==> src/rtl/rst_sequencer_pkg.sv <==
// Shared types and helpers for the reset sequencer: state encoding and
// the width helper used to size the cycle counter.
package rst_sequencer_pkg;

    typedef enum logic [1:0] {
        ST_HOLD    = 2'b00,
        ST_RELEASE = 2'b01,
        ST_DONE    = 2'b10,
        ST_SWRST   = 2'b11
    } seq_state_e;

    function automatic int max3(input int a, input int b, input int c);
        int m;
        m = (a > b) ? a : b;
        return (m > c) ? m : c;
    endfunction

endpackage

==> src/rtl/rst_sequencer_pulse_gen.sv <==
// Rising-edge detector for the software reset request: one registered copy
// of the request, the pulse is high on the cycle the request first rises.
module pulse_gen (
    input  logic clk,
    input  logic rst,
    input  logic i_req,
    output logic o_pulse
);

    logic r_req_d;

    // Delayed copy of the request, sampled every cycle in every state
    always_ff @(posedge clk or negedge rst) begin
        if (!rst) begin
            r_req_d <= 1'b0;
        end else begin
            r_req_d <= i_req;
        end
    end

    assign o_pulse = i_req & ~r_req_d;

endmodule

==> src/rtl/rst_sequencer.sv <==
// Releases NUM_OUT active-low block resets one at a time after a power-on
// hold, and re-runs the sequence on a software reset request.
module rst_sequencer
    import rst_sequencer_pkg::*;
#(
    parameter int NUM_OUT      = 3,
    parameter int HOLD_CYCLES  = 16,
    parameter int GAP_CYCLES   = 4,
    parameter int SWRST_CYCLES = 8
) (
    input  logic               clk,
    input  logic               rst,
    input  logic               sw_rst_req,
    output logic [NUM_OUT-1:0] rst_out,
    output logic               seq_done,
    output logic               busy
);

    localparam int CW = $clog2(max3(HOLD_CYCLES, GAP_CYCLES, SWRST_CYCLES) + 1);
    localparam int IW = $clog2(NUM_OUT + 1);

    localparam logic [CW-1:0]      HOLD_LAST  = CW'(HOLD_CYCLES - 1);
    localparam logic [CW-1:0]      GAP_LAST   = CW'(GAP_CYCLES - 1);
    localparam logic [CW-1:0]      SWRST_LAST = CW'(SWRST_CYCLES - 1);
    localparam logic [IW-1:0]      IDX_LAST   = IW'(NUM_OUT - 1);
    localparam logic [NUM_OUT-1:0] OUT_ONE    = NUM_OUT'(1);

    seq_state_e         r_state;
    seq_state_e         w_state_nx;
    logic [CW-1:0]      r_cnt;
    logic [CW-1:0]      w_cnt_nx;
    logic [IW-1:0]      r_idx;
    logic [IW-1:0]      w_idx_nx;
    logic [NUM_OUT-1:0] r_rst_out;
    logic [NUM_OUT-1:0] w_rst_out_nx;
    logic               r_seq_done;
    logic               w_done_nx;
    logic               w_trig;

    pulse_gen u_pulse_gen (
        .clk     (clk),
        .rst     (rst),
        .i_req   (sw_rst_req),
        .o_pulse (w_trig)
    );

    // Next-state, counter, release index and output decisions
    always_comb begin
        w_state_nx   = r_state;
        w_cnt_nx     = r_cnt + CW'(1);
        w_idx_nx     = r_idx;
        w_rst_out_nx = r_rst_out;
        w_done_nx    = r_seq_done;
        case (r_state)
            ST_HOLD, ST_SWRST: begin
                if (((r_state == ST_HOLD) && (r_cnt == HOLD_LAST)) ||
                    ((r_state == ST_SWRST) && (r_cnt == SWRST_LAST))) begin
                    w_rst_out_nx = OUT_ONE;
                    w_idx_nx     = IW'(1);
                    w_cnt_nx     = '0;
                    if (NUM_OUT == 1) begin
                        w_state_nx = ST_DONE;
                        w_done_nx  = 1'b1;
                    end else begin
                        w_state_nx = ST_RELEASE;
                    end
                end else begin
                    w_state_nx = r_state;
                end
            end
            ST_RELEASE: begin
                if (r_cnt == GAP_LAST) begin
                    w_rst_out_nx = r_rst_out | (OUT_ONE << r_idx);
                    w_cnt_nx     = '0;
                    if (r_idx == IDX_LAST) begin
                        w_state_nx = ST_DONE;
                        w_done_nx  = 1'b1;
                    end else begin
                        w_idx_nx = r_idx + IW'(1);
                    end
                end else begin
                    w_state_nx = ST_RELEASE;
                end
            end
            ST_DONE: begin
                w_cnt_nx = '0;
                // Only a fresh rising edge of the request re-runs the sequence
                if (w_trig) begin
                    w_rst_out_nx = '0;
                    w_done_nx    = 1'b0;
                    w_idx_nx     = '0;
                    w_state_nx   = ST_SWRST;
                end else begin
                    w_state_nx = ST_DONE;
                end
            end
            default: begin
                w_state_nx   = ST_HOLD;
                w_cnt_nx     = '0;
                w_idx_nx     = '0;
                w_rst_out_nx = '0;
                w_done_nx    = 1'b0;
            end
        endcase
    end

    // State, counter, index and output flops
    always_ff @(posedge clk or negedge rst) begin
        if (!rst) begin
            r_state    <= ST_HOLD;
            r_cnt      <= '0;
            r_idx      <= '0;
            r_rst_out  <= '0;
            r_seq_done <= 1'b0;
        end else begin
            r_state    <= w_state_nx;
            r_cnt      <= w_cnt_nx;
            r_idx      <= w_idx_nx;
            r_rst_out  <= w_rst_out_nx;
            r_seq_done <= w_done_nx;
        end
    end

    assign rst_out  = r_rst_out;
    assign seq_done = r_seq_done;
    assign busy     = (r_state != ST_DONE);

endmodule
==> config.mk <==
export PLATFORM = sky130hd
export DESIGN_NAME = rst_sequencer
export DESIGN_NICKNAME = d
export VERILOG_FILES = /design/src/rtl/rst_sequencer_pkg.sv /design/src/rtl/rst_sequencer_pulse_gen.sv /design/src/rtl/rst_sequencer.sv
export SDC_FILE = /design/constraint.sdc
export NUM_CORES = 1
export LEC_CHECK = 0
export CAP_MARGIN = 20
export CORE_MARGIN = 10
export CORE_UTILIZATION = 30
export CTS_CLUSTER_SIZE = 30
export DETAILED_ROUTE_END_ITERATION = 10
export PLACE_DENSITY = 0.6
export SETUP_SLACK_MARGIN = 0.02
export SYNTH_ARGS = -nofsm -noshare
export SYNTH_HDL_FRONTEND = slang
export SYNTH_HIERARCHICAL = 1
export SYNTH_SLANG_ARGS = --single-unit
==> constraint.sdc <==
create_clock -name clk -period 1.76 [get_ports clk]
set_input_delay 0.352 -clock clk [delete_from_list [all_inputs] [get_ports clk]]
set_output_delay 0.352 -clock clk [all_outputs]
set_load 0.05 [all_outputs]
### Word level (Yosys, flattened, before mapping)

Index checks and enable logic that the tools add are counted.

| storage, ports and cells | value |
|---|---|
| output and inout port bits | 5 |
| logic and storage cells | 56 |
| bits of input ports | 3 |
| register bits | 14 |

| operators by class | value |
|---|---|
| shifts and indexed selects | 1 |
| bitwise logic cells | 3 |
| muxes and demuxes | 20 |
| reductions and logical operators | 10 |
| eq/ne operators | 14 |
| add/sub/neg operators | 2 |

Operators by type and width:

| kind | count |
|---|---|
| $pmux W5 S3 | 1 |
| $mux W2 | 6 |
| $pmux W2 S3 | 2 |
| $mux W5 | 2 |
| $ne A2 B2 Y1 const B | 5 |
| $mux W3 | 3 |
| $pmux W3 S3 | 1 |
| $reduce_and A4 Y1 | 2 |
| $eq A2 B2 Y1 const B | 3 |
| $add A5 B1 Y5 const B | 1 |
| $eq A5 B2 Y1 const B | 1 |
| $eq A5 B3 Y1 const B | 1 |
| $eq A5 B4 Y1 const B | 1 |
| $mux W1 | 4 |
| $ne A3 B3 Y1 const B | 1 |
| $or A3 B3 Y3 | 1 |
| $reduce_and A3 Y1 | 1 |
| $shl A1 B2 Y3 const A | 1 |
| $add A2 B1 Y2 const B | 1 |
| $eq A2 B1 Y1 const B | 1 |
| $logic_and A1 B1 Y1 | 2 |
| $logic_not A2 Y1 | 1 |
| $ne A2 B1 Y1 const B | 1 |
| $pmux W1 S2 | 1 |
| 6 further kinds | 6 |

### Longest topological paths before layout

| depth | value |
|---|---|
| word-level depth | 5 |
| gate-level depth with buffers | 7 |
| mapped depth without buffers | 7 |

### Cells and area by module

Netlist, hierarchy kept.

Modules (own cells, without submodules):

| module | area each (um^2) | cells an instance | times used | sequential area each (um^2) |
|---|---|---|---|---|
| rst_sequencer | 770.7 | 78 | 1 | 325.3 |
| pulse_gen | 38.8 | 2 | 1 | 25.0 |

### Worst setup path before layout

No wires, ideal clock.

| timing path | value |
|---|---|
| path type | register to register |
| start | register r_cnt[0] |
| end | register r_idx[0] |
| period minus slack after synthesis | 1.767 ns |
| library setup time | 0.121 ns |
| buffers on the path | 0 |
| required time | 1.639 ns |
| stages on the path, launching flop included | 8 |
| data arrival time | 1.645 ns |
| setup slack | -0.007 ns |
| path through | dfrtp_1 ha_1 and3_2 ha_1 a21oi_1 o31a_1 a21oi_1 a22o_2 |

| on the way | value |
|---|---|
| cells in the longest elaborated chain, start to end | 5 |
| elaborated cells on any way between the ends | 9 |
| classes of those cells | eq/ne: 5; reduce/logical: 4 |

Ends and longest elaborated chain:

| item | line | source |
|---|---|---|
| start: declaration | rst_sequencer.sv:30 | `logic [CW-1:0] r_cnt;` |
| start signal: assignment | rst_sequencer.sv:117 | `r_cnt <= w_cnt_nx;` |
| $eq A5 B4 Y1 or $eq A5 B3 Y1 (tied branches) | rst_sequencer.sv:56, rst_sequencer.sv:57 |  |
| $logic_and A1 B1 Y1, on equally long branches | rst_sequencer.sv:56, rst_sequencer.sv:57 |  |
| $logic_or A1 B1 Y1 | rst_sequencer.sv:56 | `if (((r_state == ST_HOLD) && (r_cnt == HOLD_LAST)) \|\|` |
| $ne A2 B2 Y1 (no source line) | - |  |
| $reduce_and A4 Y1 (no source line) (*) | - |  |
| end signal: assignment | rst_sequencer.sv:118 | `r_idx <= w_idx_nx;` |
| end: declaration | rst_sequencer.sv:32 | `logic [IW-1:0] r_idx;` |

Mark *: on every way between the ends. The rest lies on a longest branch, timed or not.
A chain may end at the register's enable or synchronous reset.

### Worst setup path in the final report

| timing path | value |
|---|---|
| start | register r_cnt[0] |
| end | register r_cnt[0] |

| on the way | value |
|---|---|
| cells in the longest elaborated chain, start to end | 5 |
| elaborated cells on any way between the ends | 10 |
| classes of those cells | add/sub: 1; eq/ne: 3; mux: 3; reduce/logical: 3 |

Ends and longest elaborated chain:

| item | line | source |
|---|---|---|
| branches (longest 4 deep; another with $add A5 B1 Y5) | - |  |
| $pmux W5 S3 (*) | rst_sequencer.sv:54 | `case (r_state)` |
| net w_cnt_nx[0] | rst_sequencer.sv:31 | `logic [CW-1:0] w_cnt_nx;` |

Mark *: on every way through the listed nets, which the timed path passes.

==> reports/qor.csv <==
stage,metric,value,unit
sta,Hold WS,0.371,ns
synthesis,post-synthesis register bit count,14,
global_route,largest net degree at the start of global routing,15,
setup_path,CP required,1.91,ns
floorplan,core area,2520,um2
setup_path,depth of the most critical reg-to-reg path,4,
power_and_ir_drop,pwr/cell area,1320,nW/um2
setup_path,Max stage delay on crit path,0.51,ns
clock_network,total CTS buffers,3,
sta,Final Setup Violations,0,
setup_path,CP max stage cell,or4b_4,
sta,period utilization,97.3,%
power_and_ir_drop,Clk pwr share,12.7,%
clock_network,hold_buf cts,0,
setup_path,Crit Path Max Fanout,7,
sta,Worst Tran Pin Value,0.440,ns
finish,share of cells above drive strength 1,29.0,%
power_and_ir_drop,Total Power,1.40,mW
routing,WL met2,742,um
sta,Slew HR,70.5,%
synthesis,async set or reset register ratio after synthesis,100,%
finish,P&R area growth vs syn,30.6,%
synthesis,Post-synth EDFFs,0,
routing,routed metal-1 wire length,781,um
min_path,hold crit path type,input pin to async pin,
synthesis,Synth cell types,31,
synthesis,top-count cell post-synth,dfrtp_1,
synthesis,cell area after synthesis,810,um2
setup_path,crit path buf inv count,0,
synthesis,Synth Area per Inst,10.1,um2
clock_network,Root Buffer,clkbuf_4,
setup_path,CP Cell Sequence,ha_2 > or4b_4 > a31oi_1 > nor2_1,
setup_path,CP arrival,1.86,ns
setup_path,Crit. Startpoint,r_cnt[0],
place,"worst slack, placed",-0.0398,ns
setup_path,Worst setup endpoint,r_cnt[0],
run_status,status,finished clean,
finish,# diodes,0,
floorplan,IO Count,8,
synthesis,top cell type's share of synthesized area,43.3,%
clock_network,H-tree depth,1,
place,DP HPWL,1280,um
clock_network,Sink Count,14,
synthesis,dominant synthesized flop cell,dfrtp_1,
sta,Clock Skews,0.000917,ns
synthesis,top post-synthesis cells by area,"dfrtp_1, ha_1, a31oi_1, inv_1, o2bb2ai_1",
routing,DR DRC count,0,
floorplan,# rows,18,
sta,Final Hold Fails,0,
setup_path,Crit. End Element,flip-flop,
synthesis,Syn. warnings,6,
setup_path,worst r2r dst,r_cnt[0],
sta,Setup TNS Final,0,ns
global_route,global-route wire length before repair,2920,um
routing,drt first pass iters,4,
place,placed cell areas,986,um2
power_and_ir_drop,P_sw,573,uW
setup_path,Setup CP Type,flip-flop to flip-flop,
global_route,vias in the first global route,666,
setup_path,reg2reg setup slack,0.05,ns
power_and_ir_drop,switch share,41.0,%
floorplan,Die Span X,71.9,um
setup_path,reg-to-reg critical path startpoint,r_cnt[0],
synthesis,Synth Instances,80,
routing,post-route ant nets,0,
power_and_ir_drop,Leak Pwr,0.483,nW
clock_network,Worst-Skew Late Latency,0.28,ns
floorplan,die footprint,5180,um2
place,I/O Buffers,7,
power_and_ir_drop,worst vdd ir,0.583,mV
routing,uppermost layer routed,met4,
routing,routed vias,673,
synthesis,Synth Net Count,92,
power_and_ir_drop,Pint,826,uW
routing,DR WL met3,109,um
routing,vias per inst,5.18,
global_route,initial antenna violation count,0,
floorplan,Die Height,71.9,um
setup_path,startpoint types,flip-flop,
sta,minimum clock period,1.71,ns
clock_network,CTS tree,yes,
routing,Routed WL,1670,um
global_route,gr usage total,6.82,%
routing,wire per inst,12.9,um
synthesis,share of the yosys chip area belonging to registers,43.3,%
power_and_ir_drop,Reg power frac,34.2,%
sta,RSZ-0062 raised after global routing,true,
sta,Max Slew Vio Count,0,
job,Max Cap Viol,0,
synthesis,Post-synth top cells,"dfrtp_1, ha_1, inv_1",
sta,final worst slack,0.0479,ns
finish,post-route cell area,1060,um2
place,routability cong.,0.775,
routing,number of DRC markers in iteration 0,18,
power_and_ir_drop,logic gate share of total power,53.1,%
setup_path,CP Depth,4,
sta,fmax,584,MHz
setup_path,Worst path top cell family by delay,simple AND/OR/NAND/NOR gates,
clock_network,clk buf depth,2,
global_route,total global routing overflow,0,
finish,Nets,114,
clock_network,"Reg clk slew, reported paths",0.08,ns
synthesis,Synth area leader,dfrtp_1,
floorplan,Initial Util,32.1,%
cell usage in the layout, fill, tap and decap left out, types with 2 or more instances in the layout:
cell / count
clkdlybuf4s50_1: 2
nand2_1: 5
nor2_1: 6
o2bb2ai_1: 3
a31oi_1: 5
ha_2: 2
ha_1: 6
clkbuf_4: 3
o31ai_1: 2
nand3_1: 3
dfrtp_1: 14
buf_4: 16
o21ai_0: 3
inv_1: 8
how the worst min path moves through the flow:
stage                    start  cells after the start    endpoint  slack (ns)
floorplan                  rst                      0    r_cnt[0]        0.06
global route               rst                      2  r_state[0]        0.38
CTS                        rst                      2  r_state[1]        0.38
finish                     rst                      2  r_state[1]        0.37
global placement    rst_out[1]                      1  rst_out[1]        0.50
detailed placement  rst_out[2]                      1  rst_out[2]        0.51
metrics by stage:
stage	instances	utilization (%)
after global placement	125	39.1
after global routing	130	41.9
final	130	41.9
after detailed placement	125	39.1
after floorplan	80	-
after CTS	129	40.7
timing repair:
| item | in CTS | in global routing |
|---|---|---|
| pin swaps | 1 | 4 |
| resized for setup | 3 | 4 |
| endpoints found under the setup margin | 9 | 10 |
| gates cloned | 0 | 0 |
| setup buffers | 1 | 1 |
kinds of logic after synthesis:
| family | after synthesis | share of synthesized area (%) |
|---|---|---|
| DFF | 14 | 43.3 |
| adders and majority gates | 9 | 13.9 |
| and+or+nand+nor | 22 | 14.8 |
| AOI/OAI and AO/OA | 22 | 19.8 |
| buffers and inverters | 10 | 4.79 |
| muxes | 1 | 1.24 |
| xor gates and xnor gates | 2 | 2.16 |
final cells by class:
type / count / area (um2)
multi-input cells: 56 / 457
repair buffers: 19 / 160
clock buffers: 3 / 22.5
flip-flops and latches: 14 / 350
well taps: 30 / 37.5
inverters: 8 / 30.0
fillers: 235 / 1470
power by group through the flow:
stage,Combinational [mW],Sequential [mW],Clock [mW]
6_report,0.742,0.479,0.178
5_1_grt,0.837,0.490,0.199
4_1_cts,0.715,0.477,0.183
3_5_place_dp,0.680,0.483,0
3_3_place_gp,0.676,0.478,0
2_1_floorplan,0.407,0.536,0
registers in the layout, summed over array words and instances, names as in the netlist:
| signal | count |
|---|---|
| u_pulse_gen/r_req_d | 1 |
| r_idx | 2 |
| r_cnt | 5 |
| rst_out | 3 |
| r_state | 2 |
| seq_done | 1 |
layer usage:
layer / vias up / track usage, %
met5: - / 0
met4: 0 / 3.66
met3: 7 / 2.31
met2: 29 / 10.3
met1: 304 / 8.30
li1: 333 / -
Power figures use the tool's default switching activity.
